`src/rtl/wide_add_sequencer_pkg.sv`:
```
// wide_add_pkg: definitions shared by the wide adder sequencer.
//   - wadd_state_t : sequencer FSM states (IDLE, RUN, DONE)
//   - WADD_WIDTH   : default total operand/sum width
//   - WADD_CHUNK   : default width of the shared adder slice
package wide_add_pkg;

    localparam int WADD_WIDTH = 128;
    localparam int WADD_CHUNK = 32;

    typedef enum logic [1:0] {
        IDLE,
        RUN,
        DONE
    } wadd_state_t;

endpackage

```
`src/rtl/wide_add_sequencer_if.sv`:
```
// wide_add_sequencer_if: operand and result handshakes of the wide adder.
//   in_valid/in_ready : operand pair (a, b, cin) handshake, producer -> adder
//   out_valid/out_ready: result (sum, cout) handshake, adder -> consumer
// Modports:
//   master : the side that drives operands and accepts results (testbench/system)
//   slave  : the adder itself
interface wide_add_sequencer_if #(
    parameter int WIDTH = 128
);
    logic             in_valid;
    logic             in_ready;
    logic [WIDTH-1:0] a;
    logic [WIDTH-1:0] b;
    logic             cin;
    logic             out_valid;
    logic             out_ready;
    logic [WIDTH-1:0] sum;
    logic             cout;

    modport master (
        output in_valid, a, b, cin, out_ready,
        input  in_ready, out_valid, sum, cout
    );

    modport slave (
        input  in_valid, a, b, cin, out_ready,
        output in_ready, out_valid, sum, cout
    );
endinterface

```
`src/rtl/wide_add_sequencer_add_slice.sv`:
```
// add_slice: purely combinational CHUNK-bit adder with carry in/out.
//   a, b : CHUNK-bit addends
//   cin  : carry into bit 0
//   sum  : a + b + cin, low CHUNK bits
//   cout : carry out of bit CHUNK-1
module add_slice #(
    parameter int CHUNK = 32
) (
    input  logic [CHUNK-1:0] a,
    input  logic [CHUNK-1:0] b,
    input  logic             cin,
    output logic [CHUNK-1:0] sum,
    output logic             cout
);

    assign {cout, sum} = {1'b0, a} + {1'b0, b} + {{CHUNK{1'b0}}, cin};

endmodule

```
`src/rtl/wide_add_sequencer.sv`:
```
// wide_add_sequencer: multi-cycle WIDTH-bit adder built from one shared
// CHUNK-bit slice, processed least significant chunk first, one per cycle.
// The carry between chunks is registered, so there is no wide carry chain.
// Ports:
//   clk   : rising-edge clock
//   reset : synchronous, active-high reset
//   bus   : slave side of wide_add_sequencer_if (operand and result handshakes)
// Timing: accept edge is edge 0, out_valid rises after edge NUM_CHUNKS,
// in_ready is only high in IDLE so accepts never overlap a result handshake.
// WIDTH must be a multiple of CHUNK with at least two chunks.
module wide_add_sequencer
    import wide_add_pkg::*;
#(
    parameter int WIDTH = WADD_WIDTH,
    parameter int CHUNK = WADD_CHUNK
) (
    input logic                 clk,
    input logic                 reset,
    wide_add_sequencer_if.slave bus
);

    localparam int NUM_CHUNKS = WIDTH / CHUNK;
    localparam int IDX_W      = $clog2(NUM_CHUNKS);

    wadd_state_t      state_q, state_d;
    logic [IDX_W-1:0] idx_q, idx_d;
    logic             carry_q, carry_d;
    logic [WIDTH-1:0] a_q, a_d;
    logic [WIDTH-1:0] b_q, b_d;
    logic [WIDTH-1:0] sum_q, sum_d;
    logic             cout_q, cout_d;

    // Chunk views of the latched operands; the slice inputs are muxed by idx.
    logic [CHUNK-1:0] a_chunk [NUM_CHUNKS];
    logic [CHUNK-1:0] b_chunk [NUM_CHUNKS];

    for (genvar gi = 0; gi < NUM_CHUNKS; gi++) begin : g_chunk
        assign a_chunk[gi] = a_q[gi*CHUNK +: CHUNK];
        assign b_chunk[gi] = b_q[gi*CHUNK +: CHUNK];
    end

    logic [CHUNK-1:0] slice_sum;
    logic             slice_cout;

    add_slice #(
        .CHUNK (CHUNK)
    ) u_add_slice (
        .a    (a_chunk[idx_q]),
        .b    (b_chunk[idx_q]),
        .cin  (carry_q),
        .sum  (slice_sum),
        .cout (slice_cout)
    );

    always_comb begin
        state_d = state_q;
        idx_d   = idx_q;
        carry_d = carry_q;
        a_d     = a_q;
        b_d     = b_q;
        sum_d   = sum_q;
        cout_d  = cout_q;

        case (state_q)
            IDLE: begin
                if (bus.in_valid) begin
                    a_d     = bus.a;
                    b_d     = bus.b;
                    carry_d = bus.cin;
                    idx_d   = '0;
                    state_d = RUN;
                end
            end
            RUN: begin
                // Only the chunk selected by idx is overwritten; the others
                // keep whatever they held before.
                for (int i = 0; i < NUM_CHUNKS; i++) begin
                    if (idx_q == IDX_W'(i)) begin
                        sum_d[i*CHUNK +: CHUNK] = slice_sum;
                    end
                end
                carry_d = slice_cout;
                if (idx_q == IDX_W'(NUM_CHUNKS - 1)) begin
                    cout_d  = slice_cout;
                    idx_d   = '0;
                    state_d = DONE;
                end else begin
                    idx_d = idx_q + IDX_W'(1);
                end
            end
            DONE: begin
                if (bus.out_ready) begin
                    state_d = IDLE;
                end
            end
            default: begin
                state_d = IDLE;
            end
        endcase
    end

    always_ff @(posedge clk) begin
        if (reset) begin
            state_q <= IDLE;
            idx_q   <= '0;
            carry_q <= 1'b0;
            a_q     <= '0;
            b_q     <= '0;
            sum_q   <= '0;
            cout_q  <= 1'b0;
        end else begin
            state_q <= state_d;
            idx_q   <= idx_d;
            carry_q <= carry_d;
            a_q     <= a_d;
            b_q     <= b_d;
            sum_q   <= sum_d;
            cout_q  <= cout_d;
        end
    end

    assign bus.in_ready  = (state_q == IDLE);
    assign bus.out_valid = (state_q == DONE);
    assign bus.sum       = sum_q;
    assign bus.cout      = cout_q;

endmodule

```
`src/flat_wrapper.sv`:
```
// flat-port wrapper written by rule: the top's interface ports become plain ports
module wide_add_sequencer_flat import wide_add_pkg::*;
#(
    parameter int WIDTH = WADD_WIDTH,
    parameter int CHUNK = WADD_CHUNK
)
  (clk, reset, bus_in_valid, bus_a, bus_b, bus_cin, bus_out_ready, bus_in_ready, bus_out_valid, bus_sum, bus_cout);
  wide_add_sequencer_if #(.WIDTH(WIDTH)) bus_i ();
  input logic clk;
  input logic reset;
  input wire logic [$bits(bus_i.in_valid)-1:0] bus_in_valid;
  input wire logic [$bits(bus_i.a)-1:0] bus_a;
  input wire logic [$bits(bus_i.b)-1:0] bus_b;
  input wire logic [$bits(bus_i.cin)-1:0] bus_cin;
  input wire logic [$bits(bus_i.out_ready)-1:0] bus_out_ready;
  output wire logic [$bits(bus_i.in_ready)-1:0] bus_in_ready;
  output wire logic [$bits(bus_i.out_valid)-1:0] bus_out_valid;
  output wire logic [$bits(bus_i.sum)-1:0] bus_sum;
  output wire logic [$bits(bus_i.cout)-1:0] bus_cout;
  assign bus_i.in_valid = bus_in_valid;
  assign bus_i.a = bus_a;
  assign bus_i.b = bus_b;
  assign bus_i.cin = bus_cin;
  assign bus_i.out_ready = bus_out_ready;
  assign bus_in_ready = bus_i.in_ready;
  assign bus_out_valid = bus_i.out_valid;
  assign bus_sum = bus_i.sum;
  assign bus_cout = bus_i.cout;
  wide_add_sequencer #(.WIDTH(WIDTH), .CHUNK(CHUNK)) u_core (.clk(clk), .reset(reset), .bus(bus_i));
endmodule
```
`config.mk`:
```
export PLATFORM = sky130hd
export DESIGN_NAME = wide_add_sequencer_flat
export DESIGN_NICKNAME = d
export VERILOG_FILES = /design/src/rtl/wide_add_sequencer_pkg.sv /design/src/rtl/wide_add_sequencer_if.sv /design/src/rtl/wide_add_sequencer_add_slice.sv /design/src/rtl/wide_add_sequencer.sv /design/src/flat_wrapper.sv
export SDC_FILE = /design/constraint.sdc
export NUM_CORES = 1
export LEC_CHECK = 0
export CORE_MARGIN = 4
export CORE_UTILIZATION = 55
export CTS_CLUSTER_SIZE = 10
export DETAILED_ROUTE_END_ITERATION = 10
export PLACE_DENSITY = 0.95
export REMOVE_ABC_BUFFERS = 1
export SYNTH_ARGS = -nofsm -noshare
export SYNTH_HDL_FRONTEND = slang
export SYNTH_SLANG_ARGS = --single-unit
```
`constraint.sdc`:
```
create_clock -name clk -period 6.8 [get_ports clk]
set_clock_uncertainty 0.1 [all_clocks]
set_input_delay 2.04 -clock clk [delete_from_list [all_inputs] [get_ports clk]]
set_output_delay 2.04 -clock clk [all_outputs]
set_load 0.03 [all_outputs]
```
* Word level (Yosys, flattened, before mapping)
Index checks and enable logic that the tools add are counted.
** Storage, ports and cells
- Flip-flop bits (word level) :: 390
- Input bits :: 261
- Output and inout port bits :: 131
- Word-level logic and storage cells :: 48
** Cells by class
- Add/subtract/negate cells :: 3
- $lt $le $gt $ge :: 1
- Equality and inequality tests :: 8
- Mux-type cells :: 15
- Bitwise gates (word level) :: 1
- Reduce and logical (&&, ||, !) cells :: 10
** Operator list (number)
- binary-select mux 32 bit (select 2 bit) :: 2
- 2-to-1 mux 32 bit :: 4
- adder 32 x 32 -> 33 bit :: 1
- adder 33 x 1 -> 33 bit :: 1
- AND reduction 2 bit :: 6
- 2-to-1 mux 2 bit :: 5
- equality test 2 bit (second input constant) :: 3
- one-hot mux 2 bit (3 select lines) :: 1
- equality test 2 x 1 -> 1 bit (second input constant) :: 2
- zero test 2 bit :: 2
- inequality test 2 bit (second input constant) :: 2
- one-hot mux 2 bit (2 select lines) :: 1
- >= comparator 3 bit (second input constant) :: 1
- inverter 2 -> 3 bit :: 1
- AND reduction 3 bit :: 1
- adder 2 x 1 -> 2 bit (second input constant) :: 1
- inequality test 2 x 1 -> 1 bit (second input constant) :: 1
- one-hot mux 1 bit (2 select lines) :: 1
- nonzero test 2 bit :: 1
- 2-to-1 mux 1 bit :: 1

* Longest topological paths before layout
Gate-level depths: netlist of the first run.
- Word-level depth :: 7
- Gate-level depth with buffers :: 13
- Mapped depth without buffers :: 10

* Modules after synthesis
Synthesis of the first run repeated with hierarchy kept, for this count alone.
** Unflattened totals
- Cells, all modules :: 2047
- Area, all modules :: 16982.5 µm²
** By module, submodules not included
- wide_add_sequencer :: instances 1, cells each 1788, area each 15128.3 µm², sequential area each 7807.5 µm²
- add_slice :: instances 1, cells each 259, area each 1854.3 µm², sequential area each 0.0 µm²

* Worst setup path after synthesis of the first run
Ideal clock, no wire load.
- Path type :: register -> register
- Start point :: register u_core.idx_q[0]
- End point :: register u_core.sum_q[120] (netlist: u_core.bus.sum[120])
- Setup time :: 67 ps
- Data arrival time :: 3610 ps
- Data required time :: 6633 ps
- Path slack :: 3023 ps
- Cell stages (with the launch flop) :: 13
- Buffers on the path :: 2
- Clock period less this slack :: 3777 ps
- Cells stage by stage :: dfxtp_1 -> clkbuf_1 -> buf_2 -> mux4_2 -> fa_1 -> fa_1 -> a211oi_1 -> o211ai_1 -> nand4bb_2 -> a21oi_2 -> mux2_4 -> or3_1 -> a21oi_2
** Between the ends
- Longest elaborated chain between the ends :: 6
- Elaborated cells between the ends (all ways) :: 11
- Classes of those cells :: 2 x add/sub; 1 x eq/ne; 6 x mux; 1 x bitwise; 1 x reduce/logical
** RTL lines
- start: declaration :: RTL line wide_add_sequencer.sv:26 : logic [IDX_W-1:0] idx_q, idx_d;
- start signal: assignment :: RTL line wide_add_sequencer.sv:113 : idx_q <= idx_d;
- inverter 2 -> 3 bit (implied by the code) :: RTL line wide_add_sequencer.sv:48, wide_add_sequencer.sv:49
- binary-select mux 32 bit (select 2 bit), on equally long branches :: RTL line wide_add_sequencer.sv:48, wide_add_sequencer.sv:49
- 2-to-1 mux 32 bit, on equally long branches (2 in a row) :: RTL line wide_add_sequencer.sv:48, wide_add_sequencer.sv:49
- adder 32 x 32 -> 33 bit :: RTL line wide_add_sequencer_add_slice.sv:16 : assign {cout, sum} = {1'b0, a} + {1'b0, b} + {{CHUNK{1'b0}}, cin};
- adder 33 x 1 -> 33 bit :: RTL line wide_add_sequencer_add_slice.sv:16
- end signal: assignment :: RTL line wide_add_sequencer.sv:117 : sum_q <= sum_d;
- end: declaration :: RTL line wide_add_sequencer.sv:30 : logic [WIDTH-1:0] sum_q, sum_d;
Several ways; a longest one is shown, not always the timed one. The select of a mux whose other input is x is not followed.
A chain may end at the register's enable or synchronous reset.

* Worst setup path after layout of the first run
- Start point :: register u_core.idx_q[0]
- End point :: register u_core.sum_q[20] (netlist: u_core.bus.sum[20])
Same word-level chain as after synthesis.

==> impl_results.md, run 1 <==
* Post-DR wirelength/cell at 20.55 um
* Row cnt at 64
* 1st-iter DRT viols at 1894
* Critical path's top delay family: compound AO/OA/AOI/OAI gates
* Synth Register Bits at 390
* Clock buffer depth at 3
* Rel. slew slack at 0.1273
* GR Overflow Total at 0
* Layout cell share with drive strength beyond 1 at 0.07213
* Shortest period the worst path allows at 4372 ps
* Die area at 34090 sq um
* Register area at 7815 sq um
* Worst r2r dst: u_core.bus.sum[20]
* Dpl hpwl at 38730 um
* Largest net degree at the start of global routing at 257
* Pre-Repair DR Iteration Count at 6
* H-tree Lvls at 2
* Library cells used by synthesis at 68
* Final Hold Fails at 0
* Prevailing post-synth register cell: dfxtp_1
* CP bufs+invs at 1
* Nets@finish at 2650
* CTS tree: done
* Final slew viol count at 0
* Number of post-CTS setup repair buffers at 0
* Number of max-cap violations at 0
* Critical Path Stages at 10
* Synth warn at 0
* Total number of vias at 16810
* Tot Pwr at 5.368 mW
* Max VDD drop at 171.7 uV
* Vias in the first global route at 16730
* Post-Syn Area at 17160 sq um
* Syn avg cell area at 8.367 sq um
* Crit path to: u_core.bus.sum[20]
* RSZ-0062 raised after global routing: false
* Port bufs at 391
* I/O Pins at 392
* # hold bufs at CTS at 0
* Highest clock rate at 228.7 MHz
* DRC violations left at 0
* CTS sink cnt at 390
* Max FO, Critical Path at 27
* Clk slew on worst S/H paths at 50 ps
* Leakage power at 8.051 nW
* Status: complete, no violations
* Async SR Flop Fraction at 0
* Post-synthesis cell count at 2051
* Via density at 6.105
* Setup violators final at 0
* Worst Reg-to-Reg Cells at 10
* Gpl congestion at 0.9511
* Crit path top cell by count: o211ai_1
* Period utilisation layout at 0.6429
* Setup TNS Final at 0 ps
* Worst-skew pair later-pin latency at 540 ps
* Detailed Route WL at 56580 um
* Pwr/cell area at 240.3 nW/um^2
* Root Buffer: clkbuf_16
* Crit path from: u_core.idx_q[0]
* Initial Util at 0.5595
* Fill cells at 2050
* CP cell instances: buf_4 -> mux4_2 -> fa_1 -> a211oi_1 -> o211ai_1 -> nand4bb_2 -> nand2_1 -> a2bb2oi_1 -> o211ai_1 -> o21ai_0
* GRT Util Overall at 0.3151
* Crit. End Element: flop
* Master of the slowest instance on the critical path: mux4_2
* Least-Margin Pin Slew at 1309 ps
* Area delta synth->final at 30.19%
* CP arrival at 4660 ps
* WP data required at 7080 ps
* EDFF count, synth at 0
* CP startpoint kind: flop
* Core ar. at 30670 sq um
* CP peak stage delay at 660 ps
* Crit Path Class: flop to flop
* First-pass GRT wire length at 86570 um
* Reg-to-reg startpoint: u_core.idx_q[0]
* Flop-to-flop setup slack at 2430 ps
* Routed Antenna Nets at 0
* Initial antenna violation count at 0
* ANT cells at 0
* Sequential-to-total area share from yosys stat at 0.4550
* Overall die height at 184.6 um
* Post_cts resized at 0
* Number of CTS-inserted buffers at 45
* Die extent in x at 184.6 um
* Worst hold path class: flop to flop
* Multi-input gate area at 8716 sq um
## placed cells by master, fill, tap and decap left out, types with 3 or more instances in the layout
master           synthesis  routed
nor2_1                  28      28
o21bai_1                 4       4
nand3_1                 21      21
nor2b_1                  3       3
inv_1                   10      10
or3_1                   11      11
buf_4                    1      15
and2_1                   9       8
o311ai_1                12      12
o21ai_2                  3       3
nand4_1                  8       8
o211ai_1                 9       9
xor2_1                   9       9
a211oi_1                12      12
mux4_2                  64      64
o21a_1                   5       5
nand2b_1                10      10
o21ai_0                 43      43
nor3_1                  19      19
nor3b_1                  9       9
mux2i_1                  7       7
dfxtp_1                390     388
a21oi_2                  6       6
ha_1                    35      35
a21o_1                  10      10
o21ai_1                 12      12
a21oi_1                375     375
nand3b_1                35      35
xnor2_1                  6       6
nand2_1                687     686
clkdlybuf4s50_1          0     390
a211oi_2                 6       6
clkbuf_16                0      47
## worst register-to-register path: stages, from the launching register on
cell,delay [ps]
dfxtp_4,480
buf_4,520
mux4_2,700
fa_1,500
a211oi_1,380
o211ai_1,270
nand4bb_2,220
nand2_1,210
a2bb2oi_1,190
o211ai_1,460
o21ai_0,200
## sequential cells by signal, summed over array words and instances (netlist names)
signal and flops:
u_core.bus.sum 128, u_core.a_q 128, u_core.bus.cout 1, u_core.carry_q 1, u_core.b_q 128, u_core.state_q 2, u_core.idx_q 2
## through the flow
step                      cell area, sq um  hold WS (ps)  cells  worst slack, ps    util
after floorplan                      16550         327.1   1897            65.10       -
after global placement               21140         338.4   2701             2634  0.6891
after detailed placement             21140         344.9   2701             2561  0.6891
after CTS                            22340         352.0   2753             2516  0.7284
after global routing                 22340         367.8   2753             2205  0.7284
final                                22340         351.9   2753             2428  0.7284
## synth_stat cells, types with 3 or more instances
cell type  count  area (sq um)
nand2_1      687          2579
dfxtp_1      390          7807
a21oi_1      375          1877
clkbuf_1     126         473.0
mux4_2        64          1441
o21ai_0       43         215.2
ha_1          35         437.9
nand3b_1      35         262.8
nor2_1        28         105.1
nand3_1       21         105.1
nor3_1        19         95.09
buf_2         14         70.07
a211oi_1      12         90.09
o21ai_1       12         60.06
o311ai_1      12         105.1
or3_1         11         68.82
a21o_1        10         75.07
buf_1         10         37.54
inv_1         10         37.54
nand2b_1      10         62.56
and2_1         9         56.30
nor3b_1        9         67.56
o211ai_1       9         67.56
xor2_1         9         78.83
nand4_1        8         50.05
mux2i_1        7         70.07
a211oi_2       6         75.07
a21oi_2        6         52.55
xnor2_1        6         52.55
o21a_1         5         37.54
o21bai_1       4         30.03
nor2b_1        3         18.77
o21ai_2        3         26.28
## kinds of logic (layout without fill, tap and decap cells)
| logic type | Yosys count | in the layout | synth area share |
|---|---|---|---|
| fa+ha+maj | 37 | 37 | 0.02785 |
| buf+inv | 164 | 470 | 0.03770 |
| flops | 390 | 390 | 0.4550 |
| compound gates | 520 | 520 | 0.1736 |
| mux | 72 | 72 | 0.08895 |
| simple gates | 851 | 851 | 0.2074 |
| xor+xnor | 17 | 17 | 0.009552 |
## worst min path at each step
| stage | start | to | slack, ps | cells past startpoint |
|---|---|---|---|---|
| after floorplan | u_core.a_q[64] | u_core.a_q[64] | 330 | 2 |
| final | u_core.a_q[84] | u_core.a_q[84] | 350 | 2 |
| after global routing | u_core.b_q[41] | u_core.b_q[41] | 370 | 2 |
| after global placement | u_core.a_q[71] | u_core.a_q[71] | 340 | 2 |
| after detailed placement | u_core.bus.sum[54] | u_core.bus.sum[54] | 340 | 2 |
| after CTS | u_core.bus.sum[54] | u_core.bus.sum[54] | 350 | 2 |
## area by class of cell
type | count | share of cell area
clock inverters | 3 | 0.0009521
flip-flops and latches | 390 | 0.3498
inverters | 10 | 0.001680
repair buffers | 408 | 0.1822
well taps | 396 | 0.02218
clock buffers | 49 | 0.05298
multi-input cells | 1497 | 0.3901
## power breakdown
part	internal [mW]	total (mW)	switching (mW)
Sequential	2.39	2.46	0.0653
Combinational	0.352	0.807	0.456
Clock	1.22	2.10	0.887
## routing by layer
metal	track usage	routed length (um)	up-vias
li1	-	-	7610
met1	0.3824	20580	7907
met2	0.5415	27520	1038
met3	0.05486	5241	252
met4	0.1574	3240	0
met5	0	0	-
(Power assumes the default switching activity.)
==> run 2, diff against run 1 <==
Settings changed: CORE_UTILIZATION 55 to 46, PLACE_DENSITY 0.95 to 0.86.
Clock period 6.8 ns to 4 ns, I/O delays scaled along.
==> run 2 against run 1 <==
Compared with the run above: design area up 1.9%; final cell count increased by 3.6%; critical path depth unchanged; global-route usage decreased by 5.3 points; non-clock buffer count grew 25; critical path type unchanged.
==> impl_results.md, run 2 (synthesized netlist as in run 1, its figures left out) <==
* First-pass GRT wire length at 86520 um
* GR Overflow Total at 0
* Row cnt at 70
* Highest clock rate at 265.9 MHz
* Final Instance Area at 22770 sq um
* Layout cell share with drive strength beyond 1 at 0.08260
* Core ar. at 36700 sq um
* WP data required at 4360 ps
* Pwr/cell area at 406.2 nW/um^2
* Tot Pwr at 9.248 mW
* Grt peak-use layer: met2
* CP arrival at 4120 ps
* Post-DR wirelength/cell at 19.64 um
* Max FO, Critical Path at 35
* Vias in the first global route at 16280
* M2 GR Usage at 0.4386
* CTS tree: done
* Dpl hpwl at 40430 um
* Fin cells at 2853
* CTS sink cnt at 390
* Hold_ws at 350.9 ps
* Die area at 40460 sq um
* Status: complete, no violations
* Pre-Repair DR Iteration Count at 7
* Met3 GRT Util at 0.04126
* Sequential power share at 0.451
* CP startpoint kind: flop
* Via density at 5.702
* Gpl congestion at 0.9313
* Multi-input gate area at 8721 sq um
* Clock buffer depth at 3
* Crit. End Element: flop
* Initial antenna violation count at 0
* GRT Util Overall at 0.2622
* Max VDD drop at 299.6 uV
* Least-Margin Pin Slew at 1156 ps
* Register area at 7815 sq um
* Final Hold Fails at 0
* Number of max-cap violations at 0
* Largest net degree at the start of global routing at 142
* Final setup margin at 239.9 ps
* Setup violators final at 0
* Period utilisation layout at 0.9400
* Most common cell after layout, fill and taps aside: nand2_1
* ANT cells at 0
* 1st-iter DRT viols at 1332
* Dpl ws at 196.5 ps
* Initial Util at 0.4676
* Number of post-CTS setup repair buffers at 0
* Combinational fraction of design power at 0.153
* Clock share of power at 0.397
* Nets@finish at 2675
* Total number of vias at 16270
* Clk slew on worst S/H paths at 60 ps
* Final slew viol count at 0
* Die extent in x at 201.1 um
* Port bufs at 391
* Commonest non-fill, non-tap cells in the layout: nand2_1, clkdlybuf4s50_1, dfxtp_1
* Overall die height at 201.1 um
* Psw at 2.391 mW
* Leakage power at 8.230 nW
* Worst-skew pair later-pin latency at 550 ps
* Routed Antenna Nets at 0
* Area delta synth->final at 32.67%
* Detailed Route WL at 56030 um
* Number of CTS-inserted buffers at 45
* Rel. slew slack at 0.2297
* Placed cells at 2798
* Met1 Usage GRT at 0.3340
* Crit Path Class: flop to flop
* Root Buffer: clkbuf_16
* RSZ-0062 raised after global routing: false
* Cell Int Power at 6.857 mW
* Placed cell area at 21520 sq um
* Sw Ratio at 0.2585
* DRC violations left at 0
* Worst hold path class: flop to flop
* I/O Pins at 392
* Shortest period the worst path allows at 3760 ps
* Fill cells at 2930
* H-tree Lvls at 2
[run 2: cell types whose count changed in the layout (fill, tap and decap cells not counted), sizes merged]
cell	delta
clkinv	-1
buf	+25
clkinvlp	-1
clkbuf	+4
bufinv	+1
[run 2: critical path, stage by stage, from the launching register on]
cell and delay, ps:
dfxtp_4 400, buf_12 260, mux4_2 570, ha_1 460
and2_1 190, nand4_1 140, nand4bb_2 300, a21oi_2 280
mux2_4 350, or3_1 390, a21oi_2 140
[run 2: stage by stage]
step / setup TNS, ps / util
3_5_place_dp: 0 / 0.5863
6_report: 0 / 0.6204
3_3_place_gp: 0 / 0.5863
5_1_grt: 0 / 0.6204
2_1_floorplan: -675880 / -
4_1_cts: 0 / 0.6203
[run 2: final cells by class]
type / count / share of cell area
multi-input combinational: 1497 / 0.3831
sequential: 390 / 0.3433
clock buffer: 53 / 0.05309
clock inverter: 2 / 0.001704
tap: 468 / 0.02572
timing repair buffer: 433 / 0.1915
inverter: 10 / 0.001649
[run 2: repair_timing]
| item | CTS | global route |
|---|---|---|
| setup endpoints to repair | 0 | 4 |
| hold buffers | 0 | 0 |
| resized for setup | 0 | 1 |
| hold endpoints to repair | 0 | 0 |
[run 2: worst paths after layout]
path | from | endpoint | slack, ps | cells past startpoint
hold reg to reg | u_core.a_q[18] | u_core.a_q[18] | 350 | 2
setup reg to reg | u_core.idx_q[0] | u_core.bus.sum[24] | 240 | 10
hold / removal | u_core.a_q[18] | u_core.a_q[18] | 350 | 2
setup / recovery | u_core.idx_q[0] | u_core.bus.sum[24] | 240 | 10
[run 2: metal layers]
metal / vias to the layer above / routed length (um)
met5: - / 0
met4: 0 / 2901
met3: 164 / 4115
met1: 7655 / 22480
li1: 7673 / -
met2: 775 / 26540
[run 2: power groups by stage]
| stage | clock [mW] | combinational [mW] | sequential [mW] |
|---|---|---|---|
| 5_1_grt | 3.86 | 1.52 | 4.18 |
| 4_1_cts | 3.72 | 1.40 | 4.16 |
| 6_report | 3.67 | 1.41 | 4.17 |
| 2_1_floorplan | 0 | 0.678 | 4.29 |
| 3_5_place_dp | 0 | 1.39 | 4.24 |
| 3_3_place_gp | 0 | 1.36 | 4.23 |
